File: src/rtl/vgpr_wb_arbiter_pkg.sv
// Shared constants and types for the VGPR write-back port arbiter.
// The arbiter chooses between eight ALU queues and the LSU.
package vgpr_wb_arbiter_pkg;

   localparam int         NUM_ALU      = 8;
   localparam logic [3:0] FU_LSU       = 4'd8;
   localparam logic [3:0] FU_NONE      = 4'd15;
   localparam logic [3:0] STARVE_LIMIT = 4'd8;
   localparam logic [3:0] STARVE_MAX   = 4'd15;

   typedef enum logic [1:0] {
      GRANT_NONE,
      GRANT_ALU,
      GRANT_LSU
   } grant_kind_e;

   function automatic logic [2:0] onehot_to_idx(input logic [NUM_ALU-1:0] oh);
      logic [2:0] idx;
      idx = '0;
      for (int i = 0; i < NUM_ALU; i++) begin
         if (oh[i]) idx = 3'(i);
      end
      return idx;
   endfunction

endpackage

File: src/rtl/rr_find_first8.sv
// Rotating find-first: grants the first set request bit at or after ptr,
// wrapping from bit 7 back to bit 0.
module rr_find_first8
   import vgpr_wb_arbiter_pkg::*;
(
   input  logic [NUM_ALU-1:0] req,
   input  logic [2:0]         ptr,
   output logic [NUM_ALU-1:0] grant,
   output logic               valid
);

   // NOTE: every output gets a default at the top of always_comb, otherwise
   // the paths that never assign it infer a latch.
   always_comb begin
      grant = '0;
      valid = 1'b0;
      for (int i = 0; i < NUM_ALU; i++) begin
         // The 3-bit sum wraps modulo 8, which gives the 7->0 rotation.
         if (!valid && req[ptr + 3'(i)]) begin
            grant[ptr + 3'(i)] = 1'b1;
            valid              = 1'b1;
         end
      end
   end

endmodule

File: src/rtl/vgpr_wb_arbiter.sv
// VGPR write-back port arbiter: the LSU has priority, the ALUs share the port
// round-robin, and a starvation counter periodically holds the LSU off.
module vgpr_wb_arbiter
   import vgpr_wb_arbiter_pkg::*;
(
   input  logic               clk,
   input  logic               rst,
   input  logic [NUM_ALU-1:0] alu_queue_entry_valid,
   input  logic               lsu_dest_wr_req,
   output logic [NUM_ALU-1:0] alu_queue_entry_serviced,
   output logic               lsu_wr_grant,
   output logic [3:0]         wr_fu_select,
   output logic               lsu_stall
);

   logic [2:0]         rr_ptr;
   logic [3:0]         starve_cnt;
   logic [NUM_ALU-1:0] eligible;
   logic [NUM_ALU-1:0] rr_grant;
   logic               rr_valid;
   logic               relief;
   logic [2:0]         win_idx;
   grant_kind_e        kind;

   // After a serviced pulse, a queue still shows valid for one more cycle.
   // The registered serviced vector therefore also acts as the exclusion mask.
   assign eligible = alu_queue_entry_valid & ~alu_queue_entry_serviced;
   assign relief   = (starve_cnt >= STARVE_LIMIT);
   assign win_idx  = onehot_to_idx(rr_grant);

   rr_find_first8 u_find (
      .req   (eligible),
      .ptr   (rr_ptr),
      .grant (rr_grant),
      .valid (rr_valid)
   );

   always_comb begin
      kind = GRANT_NONE;
      if (lsu_dest_wr_req && !(relief && rr_valid)) begin
         kind = GRANT_LSU;
      end else if (rr_valid) begin
         kind = GRANT_ALU;
      end
   end

   // NOTE: all state here uses non-blocking assignments, so every register
   // sees the values from before the clock edge, whatever order they are written in.
   always_ff @(posedge clk or posedge rst) begin
      if (rst) begin
         alu_queue_entry_serviced <= '0;
         lsu_wr_grant             <= 1'b0;
         wr_fu_select             <= FU_NONE;
         lsu_stall                <= 1'b0;
         rr_ptr                   <= '0;
         starve_cnt               <= '0;
      end else begin
         case (kind)
            GRANT_LSU: begin
               alu_queue_entry_serviced <= '0;
               lsu_wr_grant             <= 1'b1;
               wr_fu_select             <= FU_LSU;
               lsu_stall                <= 1'b0;
               if (!rr_valid) begin
                  starve_cnt <= '0;
               end else if (starve_cnt != STARVE_MAX) begin
                  starve_cnt <= starve_cnt + 4'd1;
               end
            end
            GRANT_ALU: begin
               alu_queue_entry_serviced <= rr_grant;
               lsu_wr_grant             <= 1'b0;
               wr_fu_select             <= {1'b0, win_idx};
               // On this path a pending LSU request means relief is active.
               lsu_stall                <= lsu_dest_wr_req;
               rr_ptr                   <= win_idx + 3'd1;
               starve_cnt               <= '0;
            end
            default: begin
               alu_queue_entry_serviced <= '0;
               lsu_wr_grant             <= 1'b0;
               wr_fu_select             <= FU_NONE;
               lsu_stall                <= 1'b0;
               starve_cnt               <= '0;
            end
         endcase
      end
   end

endmodule

File: config.mk
export PLATFORM = sky130hd
export DESIGN_NAME = vgpr_wb_arbiter
export DESIGN_NICKNAME = d
export VERILOG_FILES = /design/src/rtl/vgpr_wb_arbiter_pkg.sv /design/src/rtl/rr_find_first8.sv /design/src/rtl/vgpr_wb_arbiter.sv
export SDC_FILE = /design/constraint.sdc
export NUM_CORES = 1
export LEC_CHECK = 0
export ABC_AREA = 1
export BUFFER_PORTS_ARGS = -buffer_cell sky130_fd_sc_hd__buf_2
export CORE_ASPECT_RATIO = 0.8
export CORE_MARGIN = 2
export CORE_UTILIZATION = 48
export DETAILED_ROUTE_END_ITERATION = 12
export HOLD_SLACK_MARGIN = 0.1
export PLACE_DENSITY_LB_ADDON = 0.2
export SLEW_MARGIN = 30
export SYNTH_ARGS = -nofsm -noshare
export SYNTH_HDL_FRONTEND = slang
export SYNTH_SLANG_ARGS = --single-unit
File: constraint.sdc
create_clock -name clk -period 3.9 [get_ports clk]
set_input_delay 0.78 -clock clk [delete_from_list [all_inputs] [get_ports clk]]
set_output_delay 0.78 -clock clk [all_outputs]
set_load 0.05 [all_outputs]
==> metrics.md, run 1 <==
| Metric | Value |
|---|---|
| Status | `finished clean` |
| CTS Buffer Depth | `2` |
| R2R depth | `20` |
| Final nets | `387` |
| Initial antenna violation count | `0` |
| Worst setup path endpoint | `rr_ptr[2]` |
| Vias | `2383` |
| Slew @ Worst Pin | `0.776 ns` |
| Worst R2R End | `rr_ptr[2]` |
| Slew Limit Headroom | `48.2%` |
| Average size of a mapped cell | `6.44 µm²` |
| CP startpoint | `rr_ptr[1]` |
| Core footprint | `0.00451 mm²` |
| Grt met1 use | `38.3%` |
| FF-to-FF setup slack | `0.40 ns` |
| Final worst slack | `0.399 ns` |
| Post-synth top area share | `19.2%` |
| Cell Rows | `22` |
| GRT Overall Usage | `25.9%` |
| Post-CTS sizing | `0` |
| CP bufs+invs | `4` |
| Buffers on Ports | `24` |
| Avg WL per Cell | `14.3 µm` |
| Horiz. Die Dim | `80.0 µm` |
| Max cap viols | `0` |
| CP endpoint kind | `flop` |
| CTS root buffer | `clkbuf_8` |
| Layout cells sized above 1 | `18.0%` |
| Worst skew pair latency | `0.25 ns` |
| CTS Buf Count | `3` |
| Stages on worst setup path | `20` |
| EDFF count, synth | `0` |
| Via count of the first global-routing pass | `2133` |
| Hold WS | `0.484 ns` |
| Post-Syn Instances | `344` |
| Yosys top cell by area | `dfrtp_1` |
| Met2 global-route usage | `40.2%` |
| Worst endpoint data arrival time | `3.65 ns` |
| Synth area leaders | `dfrtp_1 (19%), nand2_1 (14%), nand3_1 (13%)` |
| Fin crit share | `89.8%` |
| Slew Limit Fails | `0` |
| Number of H-tree levels | `1` |
| Die height | `64.8 µm` |
| Initial core utilization | `49.1%` |
| DIE AREA | `0.00518 mm²` |
| Setup Buffers After CTS | `0` |
| Total Routed Length | `6.12 mm` |
| Post-DP HPWL | `4.97 mm` |
| Post-route DRC | `0` |
| Sink Count | `21` |
| Hold Path Class | `flop to flop` |
| Antenna Nets Post-Route | `0` |
| Clock-pin slew of the registers on the worst-case setup and hold paths | `0.07 ns` |
| Total gr overflow | `0` |
| First-pass GRT wire length | `10.5 mm` |
| CTS tree | `built` |
| Ant diodes | `0` |
| Post-Synthesis Net Count | `363` |
| Sequential area share after synthesis | `23.9%` |
| Worst path max stage delay | `0.52 ns` |
| Fin. Hold Viols | `0` |
| Post-route minimum period | `3.50 ns` |
| Crit-path leading delay family | `simple AND/OR/NAND/NOR gates` |
| Crit Reg-Reg Startpoint | `rr_ptr[1]` |
| Gpl congestion | `0.995` |
| Pre-antenna DRT Iters | `7` |
| Setup slack after placement | `0.518 ns` |
| Hold-critical path depth | `1` |
| Synth Flop Type | `dfrtp_1` |
| Async S/R FF share, synth | `100%` |
| Count of cell types in the netlist | `34` |
| Area Growth Syn to Fin | `9.26%` |
| RSZ-0062 raised after global routing | `no` |
| WP data required | `4.05 ns` |
| CTS hold repair buffers | `0` |
| Busiest grt layer | `met2` |
| Setup crit start kind | `flop` |
| # setup viols final | `0` |
| Worst Skew | `0.00127 ns` |
| TNS Setup | `0 ns` |
| Top cell by count, worst path | `nand2_1` |
| CP max FO | `13` |
| Largest net degree at the start of global routing | `25` |
| Fmax | `286 MHz` |
| Critical path type | `flop to flop` |
| Ordered list of cells on the worst path | `inv_1 > ha_1 > buf_4 > inv_1 > nand3_2 > nand3_2 > nand2_4 > nand2_1 > inv_1 > nand2_1 > nand2_1 > a21oi_1 > nand3_1 > nor2_1 > nand3_2 > nor2_1 > and2_1 > nand2_1 > nand2_1 > nand2_1` |
| Vias/cell | `5.58` |
| Initial drt markers | `341` |
| GRT met3 Usage | `3.76%` |
| Top-Level Pins | `25` |
| Synth Register Bits | `21` |
| CP max stage cell | `dfrtp_1` |
| Fill count | `474` |
| Cell area after synthesis | `0.00222 mm²` |
| Yosys warnings | `0` |
## cell type report
class / instances / area, µm² / share of cell area [%]
clock buffer: 4 / 45.0 / 1.86
tap: 60 / 75.1 / 3.10
sequential: 21 / 531 / 21.9
multi-input combinational: 259 / 1420 / 58.4
timing repair buffer: 27 / 143 / 5.89
inverter: 56 / 213 / 8.79
## cell usage in the layout, fill, tap and decap left out, drive strengths merged
| cell type | instances |
|---|---|
| a21oi | 3 |
| dfstp | 4 |
| nor3 | 18 |
| o21a | 1 |
| ha | 8 |
| o21ai | 9 |
| nand3 | 68 |
| nand4 | 13 |
| nor4 | 2 |
| clkbuf | 4 |
| o221ai | 1 |
| xnor2 | 2 |
| buf | 27 |
| a31oi | 1 |
| nand3b | 1 |
| nor2 | 39 |
| and2 | 1 |
| nand2 | 91 |
| dfrtp | 17 |
| inv | 56 |
| o2111ai | 1 |
## metal layers
layer	up-vias	share of wire [%]
met5	-	0
met4	0	2.3
met3	24	8.8
met2	141	44
met1	1051	45
li1	1167	-
## worst min path at each step
stage                  start            end  slack (ns)
6_report       starve_cnt[0]  starve_cnt[0]        0.48
5_1_grt        starve_cnt[0]  starve_cnt[0]        0.51
4_1_cts        starve_cnt[0]  starve_cnt[0]        0.49
3_5_place_dp   starve_cnt[0]  starve_cnt[0]        0.48
3_3_place_gp   starve_cnt[0]  starve_cnt[0]        0.47
2_1_floorplan  starve_cnt[0]  starve_cnt[0]        0.45
## logic make-up (layout without fill, tap and decap cells)
group                    count (synthesis)  in the layout  share of synthesized area, %
AND/OR/NAND/NOR                        233            233                          53.8
buffers and inverters                   64             87                          12.2
flip-flops                              21             21                          23.9
AO/OA/AOI/OAI                           16             16                          4.46
adder cells (fa/ha/maj)                  8              8                          4.52
XOR/XNOR                                 2              2                          1.13
## state kept, by name, summed over array words and instances, names as in the netlist
| name | cells |
|---|---|
| lsu_stall | 1 |
| wr_fu_select | 4 |
| alu_queue_entry_serviced | 8 |
| lsu_wr_grant | 1 |
| rr_ptr | 3 |
| starve_cnt | 4 |
## cell usage after synthesis (2+ instances only)
cell type	n
nor2_8	2
nor3_1	18
o21ai_2	2
nand3_2	10
nand4_1	12
dfstp_2	4
ha_1	8
inv_1	51
o21ai_1	4
nor2_4	2
nand2_4	6
nor2_1	35
nor4_1	2
clkbuf_1	3
a21oi_1	3
dfrtp_1	17
nand3_1	58
o21ai_0	3
nand2_1	82
buf_6	3
inv_2	4
nand2_2	3
## through the flow
stage,cell area [µm²],util [%],instances
after floorplan,2220,-,344
after global placement,2380,52.6,423
after detailed placement,2380,52.6,423
after CTS,2420,53.6,427
after global routing,2420,53.6,427
final,2420,53.6,427
Power of run 1 is not shown: default switching activity piles up to over one toggle a cycle in this logic, so the estimate is an artifact.
==> inputs of run 2 (changes only) <==
--- a/config.mk
+++ b/config.mk
@@ -10,6 +10,7 @@
 export CORE_ASPECT_RATIO = 0.8
 export CORE_MARGIN = 2
 export CORE_UTILIZATION = 48
+export CTS_BUF_LIST = sky130_fd_sc_hd__clkbuf_4 sky130_fd_sc_hd__clkbuf_8
 export DETAILED_ROUTE_END_ITERATION = 12
 export HOLD_SLACK_MARGIN = 0.1
 export PLACE_DENSITY_LB_ADDON = 0.2
==> run 2 against run 1 <==
  * Die area unchanged
  * Clock skew unchanged
  * Critical path depth unchanged
  * Global-route usage unchanged
  * Final cell count unchanged
  * Clock-buffer cell count unchanged
  * Final area up 0.16%
  * First-iteration DRC count up 0.59%
  * Critical path type unchanged
  * Highest routed layer unchanged
==> metrics.md, run 2 (synthesized netlist as in run 1, its figures left out) <==
| Metric | Value |
|---|---|
| Status | `finished clean (unchanged)` |
| Hold WS | `0.484 ns (unchanged)` |
| Horiz. Die Dim | `80.0 µm (unchanged)` |
| Final nets | `387 (unchanged)` |
| Fill count | `473 (was 474)` |
| Setup crit start kind | `flop (unchanged)` |
| Commonest non-fill, non-tap cell in the layout | `nand2_1 (unchanged)` |
| Final Util | `53.7% (was 53.6%)` |
| Avg WL per Cell | `14.3 µm (about the same)` |
| Slew Limit Fails | `0 (unchanged)` |
| Layout cells sized above 1 | `18.3% (was 18.0%)` |
| R2R depth | `20 (unchanged)` |
| Slew @ Worst Pin | `0.777 ns (was 0.776 ns)` |
| Ant diodes | `0 (unchanged)` |
| CP startpoint | `rr_ptr[1] (unchanged)` |
| Initial antenna violation count | `0 (unchanged)` |
| Die height | `64.8 µm (unchanged)` |
| Worst Skew | `0.00127 ns (unchanged)` |
| CP endpoint kind | `flop (unchanged)` |
| Regs by FF count | `alu_queue_entry_serviced x8, starve_cnt x4, wr_fu_select x4 (unchanged)` |
| Post-route DRC | `0 (unchanged)` |
| Number of H-tree levels | `1 (unchanged)` |
| Post-route minimum period | `3.50 ns (about the same)` |
| Post-DP HPWL | `4.97 mm (unchanged)` |
| Fmax | `286 MHz (about the same)` |
| CTS Buf Count | `3 (unchanged)` |
| Fin. Hold Viols | `0 (unchanged)` |
| Worst endpoint data arrival time | `3.65 ns (about the same)` |
| Core footprint | `0.00451 mm² (unchanged)` |
| FF-to-FF setup slack | `0.40 ns (about the same)` |
| Total gr overflow | `0 (unchanged)` |
| Gpl congestion | `0.995 (unchanged)` |
| First-pass GRT wire length | `10.5 mm (unchanged)` |
| Worst skew pair latency | `0.25 ns (about the same)` |
| # setup viols final | `0 (unchanged)` |
| Max reg flops | `8 (unchanged)` |
| Hold-critical path depth | `1 (unchanged)` |
| Via count of the first global-routing pass | `2133 (unchanged)` |
| WP data required | `4.05 ns (about the same)` |
| Area Growth Syn to Fin | `9.43% (was 9.26%)` |
| Slew Limit Headroom | `48.1% (was 48.2%)` |
| Clock-pin slew of the registers on the worst-case setup and hold paths | `0.07 ns (about the same)` |
| Crit Reg-Reg Startpoint | `rr_ptr[1] (unchanged)` |
| Pre-antenna DRT Iters | `6 (was 7)` |
| Vias/cell | `5.62 (was 5.58)` |
| Final worst slack | `0.399 ns (about the same)` |
| CP max FO | `13 (unchanged)` |
| Initial core utilization | `49.1% (unchanged)` |
| RSZ-0062 raised after global routing | `no (unchanged)` |
| Largest net degree at the start of global routing | `25 (unchanged)` |
| Sink Count | `21 (unchanged)` |
| Most flops, register | `alu_queue_entry_serviced (unchanged)` |
| CTS tree | `built (unchanged)` |
| TNS Setup | `0 ns (unchanged)` |
| Max cap viols | `0 (unchanged)` |
| Setup Buffers After CTS | `0 (unchanged)` |
| DIE AREA | `0.00518 mm² (unchanged)` |
| Vias | `2399 (was 2383)` |
| Post-CTS sizing | `0 (unchanged)` |
| Most frequent cells in the layout | `nand2_1 (82), nand3_1 (58), inv_1 (51) (unchanged)` |
| Cell Rows | `22 (unchanged)` |
| Total Routed Length | `6.13 mm (was 6.12 mm)` |
| CTS root buffer | `clkbuf_8 (unchanged)` |
| Buffers on Ports | `24 (unchanged)` |
| Initial drt markers | `343 (was 341)` |
| Worst R2R End | `rr_ptr[2] (unchanged)` |
| Critical path type | `flop to flop (unchanged)` |
| GRT Overall Usage | `25.9% (unchanged)` |
| Hold Path Class | `flop to flop (unchanged)` |
| Fin crit share | `89.8% (about the same)` |
| Top-Level Pins | `25 (unchanged)` |
| Worst setup path endpoint | `rr_ptr[2] (unchanged)` |
| CTS Buffer Depth | `2 (unchanged)` |
| CTS hold repair buffers | `0 (unchanged)` |
| Antenna Nets Post-Route | `0 (unchanged)` |
| Setup slack after placement | `0.518 ns (unchanged)` |
==> run 2: area by class of cell <==
type | instances | area, µm² | share of cell area, %
inverters | 56 | 213 | 8.77
multi-input cells | 259 | 1420 | 58.4
well taps | 60 | 75.1 | 3.10
flip-flops and latches | 21 | 531 | 21.9
clock buffers | 4 | 48.8 | 2.01
repair buffers | 27 | 143 | 5.88
==> run 2: stage by stage <==
step | area (µm²) | std cells
2_1_floorplan | 2220 | 344
3_3_place_gp | 2380 | 423
3_5_place_dp | 2380 | 423
4_1_cts | 2420 | 427
5_1_grt | 2420 | 427
6_report | 2420 | 427
==> run 2: worst max-delay path, cell delays in order, from the launching register on <==
cell and delay (ns):
dfrtp_1 0.52, inv_1 0.20, ha_1 0.31, buf_4 0.19, inv_1 0.35, nand3_2 0.16
nand3_2 0.11, nand2_4 0.09, nand2_1 0.14, inv_1 0.09, nand2_1 0.06, nand2_1 0.07
a21oi_1 0.18, nand3_1 0.09, nor2_1 0.12, nand3_2 0.13, nor2_1 0.22, and2_1 0.21
nand2_1 0.06, nand2_1 0.05, nand2_1 0.04
==> run 2: layer usage <==
layer  share of wire [%]  global-route usage, %
met4                 1.8                   5.08
met5                   0                      0
met2                  44                   40.2
met1                  45                   38.3
met3                 8.6                   3.76
==> run 2: worst min path at each step <==
stage	from	end	slack [ns]
after floorplan	starve_cnt[0]	starve_cnt[0]	0.45
after global placement	starve_cnt[0]	starve_cnt[0]	0.47
after detailed placement	starve_cnt[0]	starve_cnt[0]	0.48
after CTS	starve_cnt[0]	starve_cnt[0]	0.49
after global routing	starve_cnt[0]	starve_cnt[0]	0.51
final	starve_cnt[0]	starve_cnt[0]	0.48
Power of run 2 is left out for the same reason.
==> inputs of run 3 (changes only) <==
--- a/config.mk
+++ b/config.mk
@@ -7,13 +7,15 @@
 export LEC_CHECK = 0
 export ABC_AREA = 1
 export BUFFER_PORTS_ARGS = -buffer_cell sky130_fd_sc_hd__buf_2
+export CAP_MARGIN = 20
 export CORE_ASPECT_RATIO = 0.8
 export CORE_MARGIN = 2
-export CORE_UTILIZATION = 48
+export CORE_UTILIZATION = 45
 export CTS_BUF_LIST = sky130_fd_sc_hd__clkbuf_4 sky130_fd_sc_hd__clkbuf_8
 export DETAILED_ROUTE_END_ITERATION = 12
 export HOLD_SLACK_MARGIN = 0.1
 export PLACE_DENSITY_LB_ADDON = 0.2
+export RECOVER_POWER = 50
 export SLEW_MARGIN = 30
 export SYNTH_ARGS = -nofsm -noshare
 export SYNTH_HDL_FRONTEND = slang
==> run 3 against run 2 <==
  * Final cell count is the same
  * Via count is 0.42% lower
  * Global-route usage fell by 2.5 points
  * Clock-buffer cell count did not move
  * First-iteration DRC count down 8.2%
  * Fmax grew 5.0%
  * Flip-flop and latch count unchanged
  * Wire length shrank 3.1%
  * Sequential share of layout area is 0.079 points higher
  * Critical endpoint unchanged
  * Critical path depth shrank 1
==> metrics.md, run 3 (synthesized netlist as in run 1, its figures left out) <==
| Metric | Value |
|---|---|
| Status | `finished clean (unchanged)` |
| CP endpoint kind | `flop (unchanged)` |
| Final nets | `387 (unchanged)` |
| Fin. Hold Viols | `0 (unchanged)` |
| CTS Buf Count | `3 (unchanged)` |
| Worst skew pair latency | `0.26 ns (was 0.25 ns)` |
| Horiz. Die Dim | `82.5 µm (was 80.0 µm)` |
| Max reg flops | `8 (unchanged)` |
| Avg WL per Cell | `13.9 µm (was 14.3 µm)` |
| Post-route minimum period | `3.33 ns (was 3.50 ns)` |
| Critical path type | `flop to flop (unchanged)` |
| Clock-pin slew of the registers on the worst-case setup and hold paths | `0.07 ns (about the same)` |
| Top-Level Pins | `25 (unchanged)` |
| Die height | `66.8 µm (was 64.8 µm)` |
| Max cap viols | `0 (unchanged)` |
| CTS hold repair buffers | `0 (unchanged)` |
| TNS Setup | `0 ns (unchanged)` |
| Fmax | `300 MHz (was 286 MHz)` |
| Crit-path leading delay family | `simple AND/OR/NAND/NOR gates (unchanged)` |
| CP max FO | `13 (unchanged)` |
| CTS tree | `built (unchanged)` |
| Largest net degree at the start of global routing | `24 (was 25)` |
| Post-CTS sizing | `0 (unchanged)` |
| CP max stage cell | `dfrtp_1 (unchanged)` |
| Ordered list of cells on the worst path | `inv_1 > ha_1 > inv_1 > nand3_2 > nand3_2 > nand2_4 > nand2_1 > inv_1 > nand2_1 > nand2_1 > a21oi_1 > nand3_1 > nor2_1 > nand3_2 > nor2_1 > and2_1 > nand2_1 > nand2_1 > nand2_1 (was inv_1 > ha_1 > buf_4 > inv_1 > nand3_2 > nand3_2 > nand2_4 > nand2_1 > inv_1 > nand2_1 > nand2_1 > a21oi_1 > nand3_1 > nor2_1 > nand3_2 > nor2_1 > and2_1 > nand2_1 > nand2_1 > nand2_1)` |
| Total Routed Length | `5.94 mm (was 6.13 mm)` |
| Vias/cell | `5.59 (was 5.62)` |
| WP data required | `4.05 ns (about the same)` |
| Hold Path Class | `flop to flop (unchanged)` |
| CTS root buffer | `clkbuf_8 (unchanged)` |
| Gpl congestion | `0.953 (was 0.995)` |
| Pre-antenna DRT Iters | `5 (was 6)` |
| First-pass GRT wire length | `9.90 mm (was 10.5 mm)` |
| Regs by FF count | `alu_queue_entry_serviced x8, starve_cnt x4, wr_fu_select x4 (unchanged)` |
| CP bufs+invs | `3 (was 4)` |
| DIE AREA | `0.00551 mm² (was 0.00518 mm²)` |
| Most flops, register | `alu_queue_entry_serviced (unchanged)` |
| Sink Count | `21 (unchanged)` |
| Most frequent cells in the layout | `nand2_1 (82), nand3_1 (58), inv_1 (51) (unchanged)` |
| Slew Limit Fails | `0 (unchanged)` |
| Initial antenna violation count | `0 (unchanged)` |
| GRT Overall Usage | `23.4% (was 25.9%)` |
| Initial drt markers | `315 (was 343)` |
| Setup crit start kind | `flop (unchanged)` |
| Via count of the first global-routing pass | `2063 (was 2133)` |
| Setup Buffers After CTS | `0 (unchanged)` |
| Slew Limit Headroom | `49.6% (was 48.1%)` |
| Post-route DRC | `0 (unchanged)` |
| Core footprint | `0.00465 mm² (was 0.00451 mm²)` |
| Initial core utilization | `47.6% (was 49.1%)` |
| Total gr overflow | `0 (unchanged)` |
| Cell Rows | `22 (unchanged)` |
| Worst endpoint data arrival time | `3.49 ns (was 3.65 ns)` |
| Top cell by count, worst path | `nand2_1 (unchanged)` |
| Worst path max stage delay | `0.53 ns (was 0.52 ns)` |
| Worst Skew | `0.00296 ns (was 0.00127 ns)` |
| # setup viols final | `0 (unchanged)` |
| Vias | `2389 (was 2399)` |
| Post-DP HPWL | `4.78 mm (was 4.97 mm)` |
| Ant diodes | `0 (unchanged)` |
| Fin crit share | `85.5% (was 89.8%)` |
| Area Growth Syn to Fin | `9.03% (was 9.43%)` |
| Commonest non-fill, non-tap cell in the layout | `nand2_1 (unchanged)` |
| RSZ-0062 raised after global routing | `no (unchanged)` |
| Layout cells sized above 1 | `16.3% (was 18.3%)` |
| Buffers on Ports | `24 (unchanged)` |
| Number of H-tree levels | `1 (unchanged)` |
| Antenna Nets Post-Route | `0 (unchanged)` |
| Slew @ Worst Pin | `0.756 ns (was 0.777 ns)` |
| CTS Buffer Depth | `2 (unchanged)` |
| Fill count | `467 (was 473)` |
-- run 3: cell count changes in the layout (fill, tap and decap cells not counted) --
cell,delta
buf_2,-7
clkbuf_1,+7
-- run 3: final cells by class --
type | instances | area, µm² | area share, %
inverter | 56 | 213 | 8.80
multi-input combinational | 259 | 1420 | 58.6
sequential | 21 | 531 | 22.0
tap | 60 | 75.1 | 3.11
clock buffer | 4 | 48.8 | 2.02
timing repair buffer | 27 | 134 | 5.54
-- run 3: final timing paths --
path | start | endpoint | slack, ns | cells past startpoint
setup reg to reg | rr_ptr[1] | rr_ptr[2] | 0.57 | 19
hold / removal | starve_cnt[3] | starve_cnt[3] | 0.50 | 1
hold reg to reg | starve_cnt[3] | starve_cnt[3] | 0.50 | 1
setup / recovery | rr_ptr[1] | rr_ptr[2] | 0.57 | 19
min in group asynchronous | rst | rr_ptr[2] | 0.65 | 2
max in group asynchronous | rst | alu_queue_entry_serviced[0] | 2.78 | 2
-- run 3: stage by stage --
| stage | utilization (%) | hold slack, ns | area [µm²] | instances | worst slack (ns) |
|---|---|---|---|---|---|
| after floorplan | - | 0.450 | 2220 | 344 | 0.833 |
| after global placement | 51.1 | 0.474 | 2380 | 423 | 0.697 |
| after detailed placement | 51.1 | 0.486 | 2380 | 423 | 0.672 |
| after CTS | 52.1 | 0.498 | 2420 | 427 | 0.645 |
| after global routing | 51.9 | 0.520 | 2420 | 427 | 0.265 |
| final | 51.9 | 0.496 | 2420 | 427 | 0.565 |
-- run 3: per-layer routing --
| metal | global-route usage [%] | up-vias | routed length [µm] |
|---|---|---|---|
| met5 | 0 | - | 0 |
| met4 | 3.13 | 0 | 48 |
| met2 | 35.9 | 113 | 2590 |
| met3 | 3.52 | 6 | 487 |
| li1 | - | 1168 | - |
| met1 | 35.3 | 1102 | 2810 |
Power of run 3 is left out for the same reason.
